`src/rtl/pipe_control.sv`:
```
// Control unit for a 5-stage MIPS subset pipeline: decode, stage control registers and
// load-use / branch-flush sequencing. Define STALL_COUNT_EN to build the stall-cycle counter.
module pipe_control #(
  parameter int unsigned CNT_W = 16
) (
  input  logic             clk,
  input  logic             rst,
  input  logic [5:0]       opcode,
  input  logic [4:0]       if_id_rs,
  input  logic [4:0]       if_id_rt,
  input  logic             mem_zero,
  output logic [1:0]       ex_aluop,
  output logic             ex_alusrc,
  output logic             ex_regdst,
  output logic             mem_read,
  output logic             mem_write,
  output logic             wb_regwrite,
  output logic             wb_memtoreg,
  output logic             pc_write,
  output logic             if_id_write,
  output logic             if_flush,
  output logic             pc_src,
  output logic [CNT_W-1:0] stall_cnt
);

  localparam logic [5:0] OpRtype = 6'b000000;
  localparam logic [5:0] OpLw    = 6'b100011;
  localparam logic [5:0] OpSw    = 6'b101011;
  localparam logic [5:0] OpBeq   = 6'b000100;

  logic       w_regdst, w_alusrc, w_memread, w_memwrite, w_branch, w_regwrite, w_memtoreg;
  logic [1:0] w_aluop;
  logic       w_load_use, w_flush, w_stall;

  logic       r_idex_regdst, r_idex_alusrc, r_idex_memread, r_idex_memwrite;
  logic       r_idex_branch, r_idex_regwrite, r_idex_memtoreg;
  logic [1:0] r_idex_aluop;
  logic [4:0] r_idex_rt;
  logic       r_exmem_memread, r_exmem_memwrite, r_exmem_branch;
  logic       r_exmem_regwrite, r_exmem_memtoreg;
  logic       r_memwb_regwrite, r_memwb_memtoreg;

  always_comb begin
    w_regdst   = 1'b0;
    w_alusrc   = 1'b0;
    w_aluop    = 2'b11;
    w_memread  = 1'b0;
    w_memwrite = 1'b0;
    w_branch   = 1'b0;
    w_regwrite = 1'b0;
    w_memtoreg = 1'b0;
    case (opcode)
      OpRtype: begin
        w_regdst   = 1'b1;
        w_aluop    = 2'b10;
        w_regwrite = 1'b1;
      end
      OpLw: begin
        w_alusrc   = 1'b1;
        w_aluop    = 2'b00;
        w_memread  = 1'b1;
        w_regwrite = 1'b1;
        w_memtoreg = 1'b1;
      end
      OpSw: begin
        w_alusrc   = 1'b1;
        w_aluop    = 2'b00;
        w_memwrite = 1'b1;
      end
      OpBeq: begin
        w_aluop  = 2'b01;
        w_branch = 1'b1;
      end
      default: ;
    endcase
  end

  // The rt field of a following lw is its destination, so it cannot consume the load result.
  assign w_load_use = r_idex_memread && (r_idex_rt != 5'd0) &&
                      ((r_idex_rt == if_id_rs) || ((r_idex_rt == if_id_rt) && (opcode != OpLw)));
  assign w_flush    = r_exmem_branch & mem_zero;
  assign w_stall    = w_load_use & ~w_flush;

  assign pc_write    = ~w_stall;
  assign if_id_write = ~w_stall;
  assign if_flush    = w_flush;
  assign pc_src      = w_flush;

  always_ff @(posedge clk or posedge rst) begin
    if (rst) begin
      r_idex_regdst    <= 1'b0;
      r_idex_alusrc    <= 1'b0;
      r_idex_aluop     <= 2'b00;
      r_idex_memread   <= 1'b0;
      r_idex_memwrite  <= 1'b0;
      r_idex_branch    <= 1'b0;
      r_idex_regwrite  <= 1'b0;
      r_idex_memtoreg  <= 1'b0;
      r_idex_rt        <= 5'd0;
      r_exmem_memread  <= 1'b0;
      r_exmem_memwrite <= 1'b0;
      r_exmem_branch   <= 1'b0;
      r_exmem_regwrite <= 1'b0;
      r_exmem_memtoreg <= 1'b0;
      r_memwb_regwrite <= 1'b0;
      r_memwb_memtoreg <= 1'b0;
    end else begin
      if (w_stall || w_flush) begin
        r_idex_regdst   <= 1'b0;
        r_idex_alusrc   <= 1'b0;
        r_idex_aluop    <= 2'b00;
        r_idex_memread  <= 1'b0;
        r_idex_memwrite <= 1'b0;
        r_idex_branch   <= 1'b0;
        r_idex_regwrite <= 1'b0;
        r_idex_memtoreg <= 1'b0;
      end else begin
        r_idex_regdst   <= w_regdst;
        r_idex_alusrc   <= w_alusrc;
        r_idex_aluop    <= w_aluop;
        r_idex_memread  <= w_memread;
        r_idex_memwrite <= w_memwrite;
        r_idex_branch   <= w_branch;
        r_idex_regwrite <= w_regwrite;
        r_idex_memtoreg <= w_memtoreg;
      end
      r_idex_rt <= if_id_rt;

      if (w_flush) begin
        r_exmem_memread  <= 1'b0;
        r_exmem_memwrite <= 1'b0;
        r_exmem_branch   <= 1'b0;
        r_exmem_regwrite <= 1'b0;
        r_exmem_memtoreg <= 1'b0;
      end else begin
        r_exmem_memread  <= r_idex_memread;
        r_exmem_memwrite <= r_idex_memwrite;
        r_exmem_branch   <= r_idex_branch;
        r_exmem_regwrite <= r_idex_regwrite;
        r_exmem_memtoreg <= r_idex_memtoreg;
      end

      r_memwb_regwrite <= r_exmem_regwrite;
      r_memwb_memtoreg <= r_exmem_memtoreg;
    end
  end

  assign ex_aluop    = r_idex_aluop;
  assign ex_alusrc   = r_idex_alusrc;
  assign ex_regdst   = r_idex_regdst;
  assign mem_read    = r_exmem_memread;
  assign mem_write   = r_exmem_memwrite;
  assign wb_regwrite = r_memwb_regwrite;
  assign wb_memtoreg = r_memwb_memtoreg;

`ifdef STALL_COUNT_EN
  logic [CNT_W-1:0] r_stall_cnt;

  always_ff @(posedge clk or posedge rst) begin
    if (rst) begin
      r_stall_cnt <= '0;
    end else if (w_stall && (r_stall_cnt != '1)) begin
      r_stall_cnt <= r_stall_cnt + CNT_W'(1);
    end
  end

  assign stall_cnt = r_stall_cnt;
`else
  assign stall_cnt = '0;
`endif

endmodule

```
`config.mk`:
```
export PLATFORM = sky130hd
export DESIGN_NAME = pipe_control
export DESIGN_NICKNAME = d
export VERILOG_FILES = /design/src/rtl/pipe_control.sv
export SDC_FILE = /design/constraint.sdc
export NUM_CORES = 1
export LEC_CHECK = 0
export ABC_AREA = 1
export CAP_MARGIN = 20
export CORE_UTILIZATION = 40
export DETAILED_ROUTE_END_ITERATION = 12
export PLACE_DENSITY = 0.78
export SYNTH_ARGS = -nofsm -noshare
export SYNTH_HDL_FRONTEND = slang
export SYNTH_SLANG_ARGS = --single-unit
```
`constraint.sdc`:
```
create_clock -name clk -period 1.69 [get_ports clk]
set_clock_uncertainty 0.1 [all_clocks]
set_input_delay 0.507 -clock clk [delete_from_list [all_inputs] [get_ports clk]]
set_output_delay 0.507 -clock clk [all_outputs]
set_load 0.03 [all_outputs]
```
==> impl_metrics.json <==
{
  "worstPathRequired_ns": 1.08,
  "regToRegStartpoint": "r_idex_rt[1]",
  "fin_nets": 177,
  "synth_common_cells": "dfrtp_1, buf_4, nand2_1",
  "wire_per_inst_um": 9.09,
  "cp-end-kind": "output port",
  "p_total_mw": 0.875,
  "violations": "setup timing",
  "slew_violations": 0,
  "p_leak_nw": 0.776,
  "critPathMaxFanout": 2,
  "hold_path.startpoint": "r_exmem_regwrite",
  "worstSetupStartpointType": "input pin",
  "wl_met1_um": 622,
  "firstDrtPassIters": 3,
  "peakVddDrop_v": 0.000337,
  "synth_most_common_cell": "dfrtp_1",
  "io_pins": 47,
  "postPlaceCellArea_sq_um": 1340,
  "path_buf_inv": 2,
  "layout.cells.non_filler": 185,
  "antenna_found_initial": 0,
  "avgViaCountPerCell": 4.19,
  "num_vias": 776,
  "fin_crit_ns": 2.06,
  "dr_wl_met3_um": 93,
  "max_freq_mhz": 485,
  "synthArstFlopShare_pct": 100,
  "drc": 0,
  "slowest_delay_ns": 0.24,
  "dieArea_sq_um": 2720,
  "yosysSeqAreaShare_pct": 47.3,
  "synth_seq_cells": 19,
  "synth_cell_type_count": 16,
  "die_h_um": 52.2,
  "gp_congestion": 0.731,
  "grt_pass1_vias": 727,
  "hold_viol_final": 0,
  "fillers": 210,
  "dp_hpwl_um": 1340,
  "final_antenna_net_count": 0,
  "syn2layout_area_growth_pct": 39.6,
  "synth_edf_count": 0,
  "criticalPathCategory": "in -> out",
  "antenna_cells": 0,
  "port_buffers": 30,
  "cts_root_buffer": "clkbuf_4",
  "setup_viol": 2,
  "grt_usage_pct": 14.6,
  "grt_max_degree": 20,
  "met2_length_um": 942,
  "path_cells": "dlygate4sd2_1, xor2_1, nor2_1, nand3_1, nand2_2, nand3_4, buf_6",
  "syn_area_sq_um": 1010,
  "p_per_area_nw_per_um2": 623,
  "cts.htree.levels": 1,
  "cts_sinks": 19,
  "wl_um": 1680,
  "drt_iter0_drc": 7,
  "seq_area_sq_um": 475,
  "yosys_warnings": 0,
  "clk_path_buf_depth": 2,
  "max-cap-violations": 0,
  "cp_data_arrival_time_ns": 1.45,
  "highest_layer": "met4",
  "dieWidth_um": 52.2,
  "min_path_cells": 0,
  "cts_buffers": 3,
  "grt_pass1_wl_um": 2820,
  "syn_inst": 114,
  "cp_top_family": "simple AND/OR/NAND/NOR gates",
  "hold_buffers": 0,
  "r2r_cells": 9,
  "status": "complete, but fails checks",
  "cp_num_cells": 7,
  "yosys_most_used_dff": "dfrtp_1",
  "startpoint": "if_id_rs[0]",
  "setup_ws_ns": -0.372,
  "yosys-top-cells-area": "dfrtp_1, buf_4, nand2_1",
  "clk_latency_ns": 0.29,
  "post-route-period-util_pct": 122,
  "pre_cts_ws_ns": -0.662,
  "syn_area_per_cell_sq_um": 8.82,
  "clk_pin_slew_ns": 0.10,
  "synth_top_area_share_pct": 47.3,
  "start_util_pct": 43.8,
  "cpMaxStageDelayCell": "dlygate4sd2_1",
  "yosysTopAreaCell": "dfrtp_1",
  "multi_input_area_sq_um": 434,
  "holdWs_ns": 0.263,
  "coreArea_sq_um": 2300,
  "grt_overflow": 0,
  "cts_tree": "done",
  "hold_class": "reg -> reg",
  "final_area_sq_um": 1400,
  "final_layout_size_suffix_gt1_share_pct": 33.1,
  "dpl.cell_count": 176,
  "rsz0062_at_grt": "true",
  "row_count": 17
}
[final timing paths]
check,to,slack (ns)
setup / recovery,pc_write,-0.37
hold reg to reg,wb_regwrite,0.26
max in group asynchronous,ex_aluop[1],0.87
setup reg to reg,r_idex_regwrite,0.11
hold / removal,wb_regwrite,0.26
min in group asynchronous,r_idex_rt[2],0.42
[cell type report]
type,count,share of cell area [%]
sequential,19,33.9
multi-input combinational,74,30.9
timing repair buffer,42,25.8
inverter,18,4.99
tap,28,2.50
clock buffer,3,1.60
clock inverter,1,0.357
[what timing repair did]
action / CTS / global route
setup endpoints to repair: 12 / 5
resized for setup: 34 / 9
setup buffers: 3 / 2
pin swaps: 10 / 5
[state kept, by name, indices dropped and copies added (netlist names)]
signal / count
ex_aluop: 2
ex_alusrc: 1
ex_regdst: 1
mem_write: 1
r_exmem_branch: 1
r_exmem_memtoreg: 1
r_exmem_regwrite: 1
r_idex_branch: 1
r_idex_memtoreg: 1
r_idex_memwrite: 1
r_idex_regwrite: 1
r_idex_rt: 5
wb_memtoreg: 1
wb_regwrite: 1
[per-stage QoR]
step,setup TNS [ns],utilization (%)
after CTS,-0.738,60.0
after floorplan,-0.212,-
after global placement,-3.94,58.4
after detailed placement,-4.12,58.4
final,-0.743,61.1
after global routing,-0.992,61.1
[metal layers]
layer / vias up / GRT usage (%)
met5: - / 0
met4: 0 / 7.89
met3: 2 / 2.63
li1: 393 / -
met2: 29 / 26.9
met1: 352 / 15.4
[worst reg2reg max path, delay by kind of cell, from the launching register on]
kind	cells	cell delay, ns
xor+xnor	1	0.18
buf+inv	2	0.22
flops	1	0.44
simple gates	6	0.54
[power by group]
| group | switching, mW | total, mW | internal [mW] | leakage, nW |
|---|---|---|---|---|
| clock network | 0.132 | 0.219 | 0.0878 | 0.0177 |
| registers | 0.00879 | 0.474 | 0.465 | 0.243 |
| logic | 0.114 | 0.181 | 0.0672 | 0.515 |
[cell usage in the layout, fill, tap and decap left out]
cell | netlist | layout
inv_1 | 12 | 11
inv_2 | 6 | 6
clkbuf_4 | 0 | 3
clkbuf_2 | 0 | 2
nand2_4 | 2 | 3
clkdlybuf4s15_1 | 0 | 4
xnor2_1 | 4 | 1
xor2_1 | 3 | 3
nand3_4 | 0 | 1
nor2_2 | 8 | 8
nand2_2 | 3 | 6
dfrtp_1 | 19 | 19
buf_6 | 0 | 4
clkdlybuf4s50_1 | 0 | 1
clkinv_2 | 0 | 1
nand4_1 | 3 | 3
nor2_4 | 2 | 2
nand2_1 | 17 | 13
o21ai_1 | 0 | 1
inv_4 | 0 | 1
xnor2_2 | 0 | 3
dlygate4sd2_1 | 0 | 19
nor2_1 | 11 | 11
nand3_1 | 4 | 3
conb_1 | 1 | 16
buf_4 | 18 | 12
[cell families (layout without fill, tap and decap cells)]
group	Yosys count	after routing	synth area share, %
DFF	19	19	47.3
and+or+nand+nor	50	50	25.6
other	1	16	0.373
xor gates and xnor gates	7	7	6.09
AOI/OAI and AO/OA	1	1	0.497
buffers and inverters	36	64	20.1
No activity file was read; power rests on OpenSTA's default activity.
